## src/rtl/csa_seq_multiplier.sv

```systemverilog
// Iterative carry-save multiplier: BITS_PER_CYCLE partial products per cycle are
// folded into redundant sum/carry registers, then a single carry-propagate add resolves.
module csa_seq_multiplier #(
  parameter int BIT_WIDTH      = 32,
  parameter int BITS_PER_CYCLE = 4
) (
  input  logic                   CLK,
  input  logic                   nRST,
  input  logic                   start,
  input  logic [1:0]             is_signed,
  input  logic [BIT_WIDTH-1:0]   multiplicand,
  input  logic [BIT_WIDTH-1:0]   multiplier,
  output logic                   busy,
  output logic                   finished,
  output logic [2*BIT_WIDTH-1:0] product
);

  localparam int PW   = 2 * BIT_WIDTH;
  localparam int ITER = BIT_WIDTH / BITS_PER_CYCLE;
  localparam int CW   = (ITER < 2) ? 1 : $clog2(ITER);
  localparam logic [CW-1:0] LAST_ITER = CW'(ITER - 1);

  typedef enum logic [1:0] {
    IDLE    = 2'd0,
    ACCUM   = 2'd1,
    RESOLVE = 2'd2
  } state_t;

  state_t                 state;
  logic [PW-1:0]          a_sh;
  logic [BIT_WIDTH-1:0]   b_q;
  logic [PW-1:0]          sum_q;
  logic [PW-1:0]          carry_q;
  logic [CW-1:0]          cnt;
  logic                   neg;

  logic                   a_neg;
  logic                   b_neg;
  logic [BIT_WIDTH-1:0]   a_mag;
  logic [BIT_WIDTH-1:0]   b_mag;
  logic                   zero_op;
  logic [PW-1:0]          pp;
  logic [PW-1:0]          t_sum;
  logic [PW-1:0]          t_carry;
  logic [PW-1:0]          nxt_sum;
  logic [PW-1:0]          nxt_carry;
  logic [PW-1:0]          resolved;

  // The most negative operand negates to itself, which is exactly its unsigned magnitude.
  assign a_neg   = is_signed[1] & multiplicand[BIT_WIDTH-1];
  assign b_neg   = is_signed[0] & multiplier[BIT_WIDTH-1];
  assign a_mag   = a_neg ? -multiplicand : multiplicand;
  assign b_mag   = b_neg ? -multiplier : multiplier;
  assign zero_op = (multiplicand == '0) || (multiplier == '0);

  // NOTE: every variable assigned in always_comb gets a default first, so no path infers a latch.
  always_comb begin
    nxt_sum   = sum_q;
    nxt_carry = carry_q;
    pp        = '0;
    t_sum     = '0;
    t_carry   = '0;
    for (int j = 0; j < BITS_PER_CYCLE; j++) begin
      pp        = (a_sh << j) & {PW{b_q[j]}};
      t_sum     = nxt_sum ^ nxt_carry ^ pp;
      t_carry   = ((nxt_sum & nxt_carry) | (nxt_sum & pp) | (nxt_carry & pp)) << 1;
      nxt_sum   = t_sum;
      nxt_carry = t_carry;
    end
  end

  assign resolved = sum_q + carry_q;

  // NOTE: all state, including the wide datapath registers, is reset so an aborted operation
  // leaves nothing behind; sequential state uses non-blocking assignments only.
  always_ff @(posedge CLK or negedge nRST) begin
    if (!nRST) begin
      state    <= IDLE;
      a_sh     <= '0;
      b_q      <= '0;
      sum_q    <= '0;
      carry_q  <= '0;
      cnt      <= '0;
      neg      <= 1'b0;
      busy     <= 1'b0;
      finished <= 1'b0;
      product  <= '0;
    end else begin
      finished <= 1'b0;
      case (state)
        IDLE: begin
          if (start) begin
            a_sh    <= {{BIT_WIDTH{1'b0}}, a_mag};
            b_q     <= b_mag;
            sum_q   <= '0;
            carry_q <= '0;
            cnt     <= '0;
            if (zero_op) begin
              neg   <= 1'b0;
              state <= RESOLVE;
            end else begin
              neg   <= a_neg ^ b_neg;
              busy  <= 1'b1;
              state <= ACCUM;
            end
          end
        end
        ACCUM: begin
          sum_q   <= nxt_sum;
          carry_q <= nxt_carry;
          a_sh    <= a_sh << BITS_PER_CYCLE;
          b_q     <= b_q >> BITS_PER_CYCLE;
          cnt     <= cnt + CW'(1);
          if (cnt == LAST_ITER) begin
            busy  <= 1'b0;
            state <= RESOLVE;
          end
        end
        RESOLVE: begin
          product  <= neg ? -resolved : resolved;
          finished <= 1'b1;
          busy     <= 1'b0;
          state    <= IDLE;
        end
        default: begin
          busy  <= 1'b0;
          state <= IDLE;
        end
      endcase
    end
  end

endmodule

```

## config.mk

```make
export PLATFORM = sky130hd
export DESIGN_NAME = csa_seq_multiplier
export DESIGN_NICKNAME = d
export VERILOG_FILES = /design/src/rtl/csa_seq_multiplier.sv
export SDC_FILE = /design/constraint.sdc
export NUM_CORES = 1
export LEC_CHECK = 0
export ABC_AREA = 0
export BUFFER_PORTS_ARGS = -buffer_cell sky130_fd_sc_hd__clkbuf_2
export CORE_ASPECT_RATIO = 1.75
export CORE_UTILIZATION = 45
export CTS_CLUSTER_DIAMETER = 50
export DETAILED_ROUTE_END_ITERATION = 7
export HOLD_SLACK_MARGIN = 0.05
export PLACE_DENSITY = 0.64
export SLEW_MARGIN = 25
export SYNTH_ARGS = -nofsm -noshare
export SYNTH_HDL_FRONTEND = slang
export SYNTH_SLANG_ARGS = --single-unit
```

## constraint.sdc

```tcl
create_clock -name CLK -period 5.68 [get_ports CLK]
set_input_delay 0.284 -clock CLK [delete_from_list [all_inputs] [get_ports CLK]]
set_output_delay 0.284 -clock CLK [all_outputs]
set_load 0.02 [all_outputs]
```

# Word-level counts from Yosys, hierarchy flattened
# Cells that the tools add are included.
# word_totals
reg_bits	296
mem_count	0
input_bits	69
romBits	0
mem_bits_rw	0
out_inout_bits	66
word_cells	87
latchBits	0
# op_classes
div	0
n_mul	0
shifts	0
n_bitwise	35
n_addsub	5
mux	22
magnitude_cmp	0
n_reduce_logical	9
eq_ne	6
# op_table
operator	count
$and 63x63->63	12
$xor 64x64->64	8
$or 63x63->63	8
$pmux 64 s2	3
$and 64x64->64	4
$mux 64	3
$mux 32	3
$add 64x64->64	1
$logic_not 32->1	2
$neg 32->32	2
$neg 64->64	1
$pmux 32 s2	1
$mux 2	3
$ne 2x2->1 const B	3
$pmux 3 s2	1
$reduce_and 2->1	3
$mux 1	5
$pmux 2 s2	1
$add 3x1->3 const B	1
$eq 3x3->1 const B	1
$mux 3	1
$reduce_and 3->1	1
$and 1x1->1	2
$eq 2x1->1 const B	1
other kinds (6)	6

# Logic depth before layout (Yosys ltp)
# Gate-level depths: netlist of the first run.
# logic_depth
ltp_word	14
ltp_mapped	16

# Worst setup path after synthesis of the first run
# No wires, ideal clock.
# synth_timing
path_kind	register to register
start	reg sum_q[4]
end	reg product[58]
setup_ns	0.131
arrival_time_ns	3.919
path_buffers	1
stages_incl_launch_ff	16
required_time_ns	5.549
period_less_slack_ns	4.050
path_slack_ns	1.630
cell_sequence	dfrtp_1 ha_1 fa_1 a211oi_2 o21ai_1 xor2_1 nor2_1 nand2_1 or4_1 or4_1 buf_2 nor4b_2 nand3_2 o41ai_1 xor2_1 o21ai_1
# synth_via
elab_chain_len	3
# synth_lines
item	line_no	source
start, declared	32	logic [PW-1:0] sum_q;
start signal, assigned	109	sum_q <= nxt_sum;
$add 64x64->64 *	72	assign resolved = sum_q + carry_q;
$neg 64->64	120	product <= neg ? -resolved : resolved;
$mux 64 *	120	
end signal, assigned	120	
end, declared	15	output logic [2*BIT_WIDTH-1:0] product
# Every way passes the cells marked *; elsewhere a longest branch is shown, timed or not.
# A chain may end at the register's enable or synchronous reset.

# Worst setup path after layout of the first run
# Ends and elaborated chain as after synthesis.

==> flow_summary_export.csv, run 1 <==
group,metric,value,unit
global_routing,grt_max_degree,125,
detailed_routing,vias_per_cell,5.881,
power,p_clk_share,13.4,%
detailed_routing,vias,20118,
power,powerDensity,665.0,mW/mm^2
critical_path,path_class,"reg2reg",
logic_synthesis,synth_area_leaders,"dfrtp_1 29%, fa_1 20%, a22o_1 5.5%, and2_1 4.9%, nand2_1 4.2%",
logic_synthesis,synth_top_area_share,29.33,%
clock_network,clock_latency,0.56,ns
die,fp-row-count,113,
clock_network,clockBufferDepth,3,
cells_and_area,area_delta_synth_final,9.782,%
logic_synthesis,synth_ff_type,"dfrtp_1",
timing,fmax,213.2,MHz
logic_synthesis,async_flop_share,100.0,%
detailed_routing,wl,75630,um
detailed_routing,detail_route.wl_per_cell,22.11,um
power,switching_share,50.37,%
power,pwr-share-comb,63.5,%
global_routing,antenna_found_initial,0,
clock_network,clk_pin_slew,0.06,ns
timing,tightest_slew,1.128,ns
clock_network,ctsHtreeMaxLevel,2,
critical_path,path_buf_inv,0,
critical_path,crit_path_max_incr_delay,0.70,ns
place,dp.final_hpwl,58600,um
timing,fin_ws,0.9893,ns
logic_synthesis,synthTopCellsByCount,"292 x dfrtp_1, 280 x nand2_1, 269 x inv_1, 243 x fa_1, 196 x and2_1",
cells_and_area,finalNetCount,3085,
critical_path,arrival,5.11,ns
critical_path,cp_top_family,"simple AND/OR/NAND/NOR gates",
status,violations,"DRC",
logic_synthesis,synth_cells,2654,
power,seq_power_share,23.2,%
global_routing,met3_usage,2.579,%
timing,fin_tns_setup,0,ns
clock_network,root_buffer,"clkbuf_16",
global_routing,busiest_layer,"met2",
global_routing,grt_use_total,27.16,%
power,ir_worst_vdd,363.1,uV
timing,clock_skew,0.03051,ns
global_routing,grt_pass1_wl,119100,um
logic_synthesis,synth_seq_cells,292,
detailed_routing,drt_iter0_markers,1010,
critical_path,slowest_stage,"or4_1",
flow_run,max_cap_viol_count,0,
detailed_routing,drc_errors,4,
logic_synthesis,synth_cell_type_count,96,
logic_synthesis,synth.most_common_cell,"dfrtp_1",
die,die_w,179.9,um
logic_synthesis,netlist_area,0.02492,sq mm
clock_network,cts_tree,"done",
hold_path,worstHoldPathType,"in2reg",
critical_path,start_kind,"flop",
detailed_routing,dr.pass1.iters,7,
place,io_buffers,134,
logic_synthesis,syn_nets,3034,
timing,slew_headroom,24.27,%
power,p_leak,12.88,nW
die,die-area,0.05635,sq mm
timing,hold_violations,0,
power,net-switching-power,9.162,mW
die,initial_core_util,45.77,%
cells_and_area,drive_gt1_share,10.26,%
power,totalPowerFinal,18.19,mW
timing,drv_slew,0,
timing,min_period,4.691,ns
cells_and_area,ff_latch_area,0.007313,sq mm
die,die_y,313.3,um
timing,finalCritPeriodShare,82.58,%
logic_synthesis,syn_area_per_cell,9.388,sq um
logic_synthesis,ys_warn_count,0,
clock_network,cts_resized,0,
clock_network,cts_buffers,36,
critical_path,cp.required,6.10,ns
timing,setup_viol,0,
die,num_io_pins,135,
critical_path,path_max_fanout,9,
detailed_routing,ant_nets,0,
critical_path,cp-end-kind,"flop",
die,coreArea,0.05443,sq mm
cells_and_area,fillCellCount,5159,
clock_network,clkSinkCount,292,
global_routing,gr-usage-met2,51.92,%
place,pre_cts_ws,0.9992,ns
logic_synthesis,post-synth-top-area-cell,"dfrtp_1",
cells_and_area,multi_input_area,0.01602,sq mm
logic_synthesis,synth_edf_count,0,
logic_synthesis,yosysSeqAreaShare,29.33,%
critical_path,path_cells,"ha_1, fa_1, a211oi_2, o21ai_1, xor2_1, nor2_1, nand2_1, or4_1, or4_1, nor4b_2, nand3_2, o41ai_1, xor2_1, o21ai_1",
status,outcome,"finished, violations left",
global_routing,grt_pass1_vias,21343,
global_routing,grt_use_met1,27.55,%
timing,rsz0062_at_grt,"no",
global_routing,grt_overflow,0,
power,p_int,9.027,mW
place,globalplace.congestion,1.008,
==> cells by family (layout without fill, tap and decap cells) <==
logic type | after synthesis | after routing | synth area share, %
adders and majority gates | 311 | 311 | 22.94
buffers and inverters | 416 | 492 | 6.483
other | 0 | 1 | 0
muxes | 3 | 3 | 0.1205
AOI/OAI and AO/OA | 712 | 712 | 19.59
DFF | 292 | 292 | 29.33
and+or+nand+nor | 759 | 759 | 15.85
xor gates and xnor gates | 161 | 161 | 5.689
==> state kept, by name, summed over array words and instances, names as in the netlist <==
name,cells
a_sh,64
product,64
sum_q,64
carry_q,60
b_q,32
cnt,3
state,2
busy,1
finished,1
neg,1
==> cell usage in the layout (no fill, tap or decap), types with 6 or more instances in the layout <==
master,count
ha_1,68
o31ai_1,30
xor2_1,100
nor4_1,11
nand2_1,278
o211ai_1,8
inv_1,269
dlygate4sd3_1,7
fa_1,243
a21o_1,14
or4_1,13
a22o_1,156
clkbuf_2,133
and2_1,196
a21oi_1,120
nand3_1,21
buf_4,16
a31oi_1,6
a22oi_1,37
o22ai_1,38
dfrtp_1,289
a21oi_2,11
nand4_1,32
nand2b_1,7
xnor2_1,60
o41ai_1,12
nor2_1,89
nor3_1,32
and4_1,7
o21a_1,14
clkbuf_16,36
or3_1,21
a211oi_1,9
o21ai_1,20
o21ai_0,182
==> power by group through the flow <==
stage                     clock (mW)  sequential [mW]  combinational [mW]
after global routing            2.54             4.33                12.9
final                           2.43             4.21                11.5
after CTS                       2.47             4.21                11.7
after detailed placement           0             4.25                11.6
after floorplan                    0             3.88                8.28
after global placement             0             4.20                11.3
==> layer usage <==
| layer | vias up | part of all wire, % |
|---|---|---|
| met1 | 10137 | 34 |
| met4 | 0 | 7.5 |
| met3 | 257 | 2.9 |
| met2 | 541 | 55 |
| met5 | - | 0 |
| li1 | 9183 | - |
==> worst paths after layout <==
kind	cells past startpoint	to	from	slack [ns]
hold reg to reg	2	product[10]	product[10]	0.48
min in group asynchronous	2	carry_q[17]	nRST	0.33
setup reg to reg	14	product[58]	sum_q[4]	0.99
setup / recovery	14	product[58]	sum_q[4]	0.99
hold / removal	3	b_q[26]	multiplier[26]	0.06
max in group asynchronous	3	b_q[1]	nRST	3.72
==> per-stage QoR <==
step,utilization (%),std cells,hold slack (ns),instance area (sq um)
2_1_floorplan,-,2654,-0.01159,24920
3_3_place_gp,47.85,3350,0.3695,26050
3_5_place_dp,47.86,3350,0.3791,26050
4_1_cts,50.24,3420,0.05206,27350
5_1_grt,50.25,3420,0.08483,27350
6_report,50.25,3421,0.06030,27350
==> cell type report <==
cell class | instances | share of cell area, %
inverters | 270 | 3.705
well taps | 690 | 3.156
clock inverters | 21 | 0.9651
repair buffers | 159 | 3.330
multi-input cells | 1946 | 58.58
diodes | 1 | 0.009148
flip-flops and latches | 292 | 26.74
clock buffers | 42 | 3.522
==> repair_timing <==
action | CTS | global route
buffers inserted | 0 | 0
endpoints found under the hold margin | 104 | 0
hold buffers | 7 | 0
setup endpoints to repair | 0 | 0
==> tightest hold or removal path, delay by kind of cell <==
kind	cells	cell delay, ns
buffers and inverters	1	0.11
AO/OA/AOI/OAI	1	0.07
XOR/XNOR	1	0.12
(Power assumes the default switching activity.)
==> inputs of run 2 (changes only) <==
Settings changed: PLACE_DENSITY 0.64 to 0.66.
Clock period 5.68 ns to 3.9 ns, I/O delays scaled along.
==> flow_summary_export.csv, run 2 (synthesis gave the netlist of run 1 again) <==
group,metric,value,unit
critical_path,path_cells,"ha_1, a21oi_1, o21ai_0, a21o_1, o221a_2, nor2_4, a2111oi_4, or3_4, a2111oi_4, or4b_4, or3_1, or4_1, nand4_1",
timing,finalCritPeriodShare,109.2,%
place,globalplace.congestion,0.9969,
die,num_io_pins,135,
critical_path,rr_worst_depth,13,
critical_path,cp-end-kind,"flop",
cells_and_area,final_common_cell,"buf_4",
critical_path,slowest_stage,"or4b_4",
cells_and_area,reg_top3,"a_sh: 64 flops, product: 64 flops, sum_q: 64 flops",
cells_and_area,finalNetCount,3562,
critical_path,r2r_end,"product[63]",
global_routing,grt_overflow,0,
critical_path,path_class,"reg2reg",
hold_path,worstHoldPathType,"in2reg",
clock_network,root_buffer,"clkbuf_16",
timing,fin_tns_setup,-5.419,ns
critical_path,startpoint,"sum_q[34]",
timing,hold_violations,0,
clock_network,cts_tree,"done",
critical_path,path_max_fanout,5,
detailed_routing,ant_nets,0,
place,io_buffers,134,
power,powerDensity,937.7,mW/mm^2
critical_path,endpoint,"product[63]",
timing,fin_ws,-0.3590,ns
clock_network,cts_buffers,37,
cells_and_area,area_delta_synth_final,28.05,%
die,die-area,0.05635,sq mm
clock_network,clock_latency,0.57,ns
status,violations,"DRC, setup timing",
critical_path,reg2reg_from,"sum_q[34]",
timing,rsz0062_at_grt,"yes",
critical_path,arrival,4.74,ns
detailed_routing,dr.pass1.iters,7,
clock_network,clkSinkCount,292,
timing,drv_slew,0,
timing,slew_headroom,32.66,%
critical_path,ff2ff_setup_slack,-0.36,ns
place,pre_cts_ws,-0.4168,ns
timing,setup_viol,32,
detailed_routing,vias,22231,
cells_and_area,ff_latch_area,0.007313,sq mm
die,die_y,313.3,um
global_routing,grt_pass1_wl,127600,um
place,place_inst,3752,
timing,hold_ws,0.07209,ns
cells_and_area,multi_input_area,0.01674,sq mm
die,die_w,179.9,um
detailed_routing,vias_per_cell,5.699,
critical_path,cp.depth,13,
detailed_routing,drt_iter0_markers,1236,
critical_path,path_buf_inv,0,
critical_path,cpMostUsedCell,"a2111oi_4",
timing,tightest_slew,1.010,ns
critical_path,cp_top_family,"simple AND/OR/NAND/NOR gates",
flow_run,max_cap_viol_count,0,
detailed_routing,drc_errors,7,
cells_and_area,final_cell_mix,"422 x buf_4, 289 x dfrtp_1, 274 x nand2_1",
detailed_routing,detail_route.wl_per_cell,20.54,um
clock_network,clockBufferDepth,3,
timing,clock_skew,0.03463,ns
die,coreArea,0.05443,sq mm
clock_network,clk_pin_slew,0.06,ns
global_routing,antenna_found_initial,1,
cells_and_area,drive_gt1_share,24.86,%
cells_and_area,fillCellCount,4692,
die,initial_core_util,45.77,%
global_routing,grt_use_total,28.85,%
status,outcome,"finished, violations left",
clock_network,ctsHtreeMaxLevel,2,
power,p_leak,15.43,nW
place,dp.final_hpwl,61750,um
power,ir_worst_vdd,422.2,uV
global_routing,grt_max_degree,118,
critical_path,cp.required,4.39,ns
critical_path,start_kind,"flop",
global_routing,grt_pass1_vias,24109,
critical_path,crit_path_max_incr_delay,0.51,ns
timing,min_period,4.259,ns
timing,fmax,234.8,MHz
die,fp-row-count,113,
cells_and_area,fin_util,58.61,%
detailed_routing,wl,80130,um
cells_and_area,fin_cells,3901,
run 2: tightest hold or removal path, cell delays in order:
cell and delay, ns:
clkbuf_2 0.11, xnor2_1 0.10, o22ai_1 0.11, a21oi_1 0.08
run 2: through the flow:
stage               area, sq um  total power, mW
finish                    31900            29.92
global placement          29160            24.74
floorplan                 24970            17.77
global route              31900            32.50
CTS                       31490            29.61
detailed placement        29160            25.42
run 2: layout make-up:
| cell class | count | area share (%) |
|---|---|---|
| clock buffers | 48 | 3.282 |
| flip-flops and latches | 292 | 22.92 |
| diodes | 1 | 0.007843 |
| repair buffers | 635 | 14.83 |
| multi-input cells | 1946 | 52.48 |
| clock inverters | 19 | 0.5922 |
| well taps | 690 | 2.706 |
| inverters | 270 | 3.177 |
run 2: routing by layer:
metal,share of wire [%],wire [um],track usage (%),vias to the layer above
met5,0,0,0,-
met4,7.5,5978,20.04,0
met3,3.1,2482,2.939,289
met2,56,44750,56.01,616
met1,34,26920,28.46,11191
li1,-,-,-,10135
run 2: worst min path at each step:
stage,cells past startpoint,to,slack (ns),start
3_3_place_gp,1,carry_q[14],0.22,nRST
5_1_grt,4,a_sh[7],0.08,multiplicand[7]
4_1_cts,4,b_q[4],0.06,multiplier[4]
2_1_floorplan,0,a_sh[0],-0.10,nRST
3_5_place_dp,1,sum_q[13],0.22,nRST
6_report,4,a_sh[7],0.07,multiplicand[7]
run 2: repair_timing:
action,4_1_cts,5_1_grt
resized for setup,94,86
setup buffers,22,12
cloned,0,0
endpoints found under the setup margin,41,46
hold buffers,51,0
hold endpoints to repair,129,0
pin swaps,36,36
run 2: power breakdown:
part / switching, mW / internal, mW / leakage [nW] / total, mW
combinational: 11.6 / 9.19 / 11.1 / 20.8
sequential: 1.28 / 4.36 / 3.72 / 5.63
clock: 1.48 / 2.00 / 0.611 / 3.48
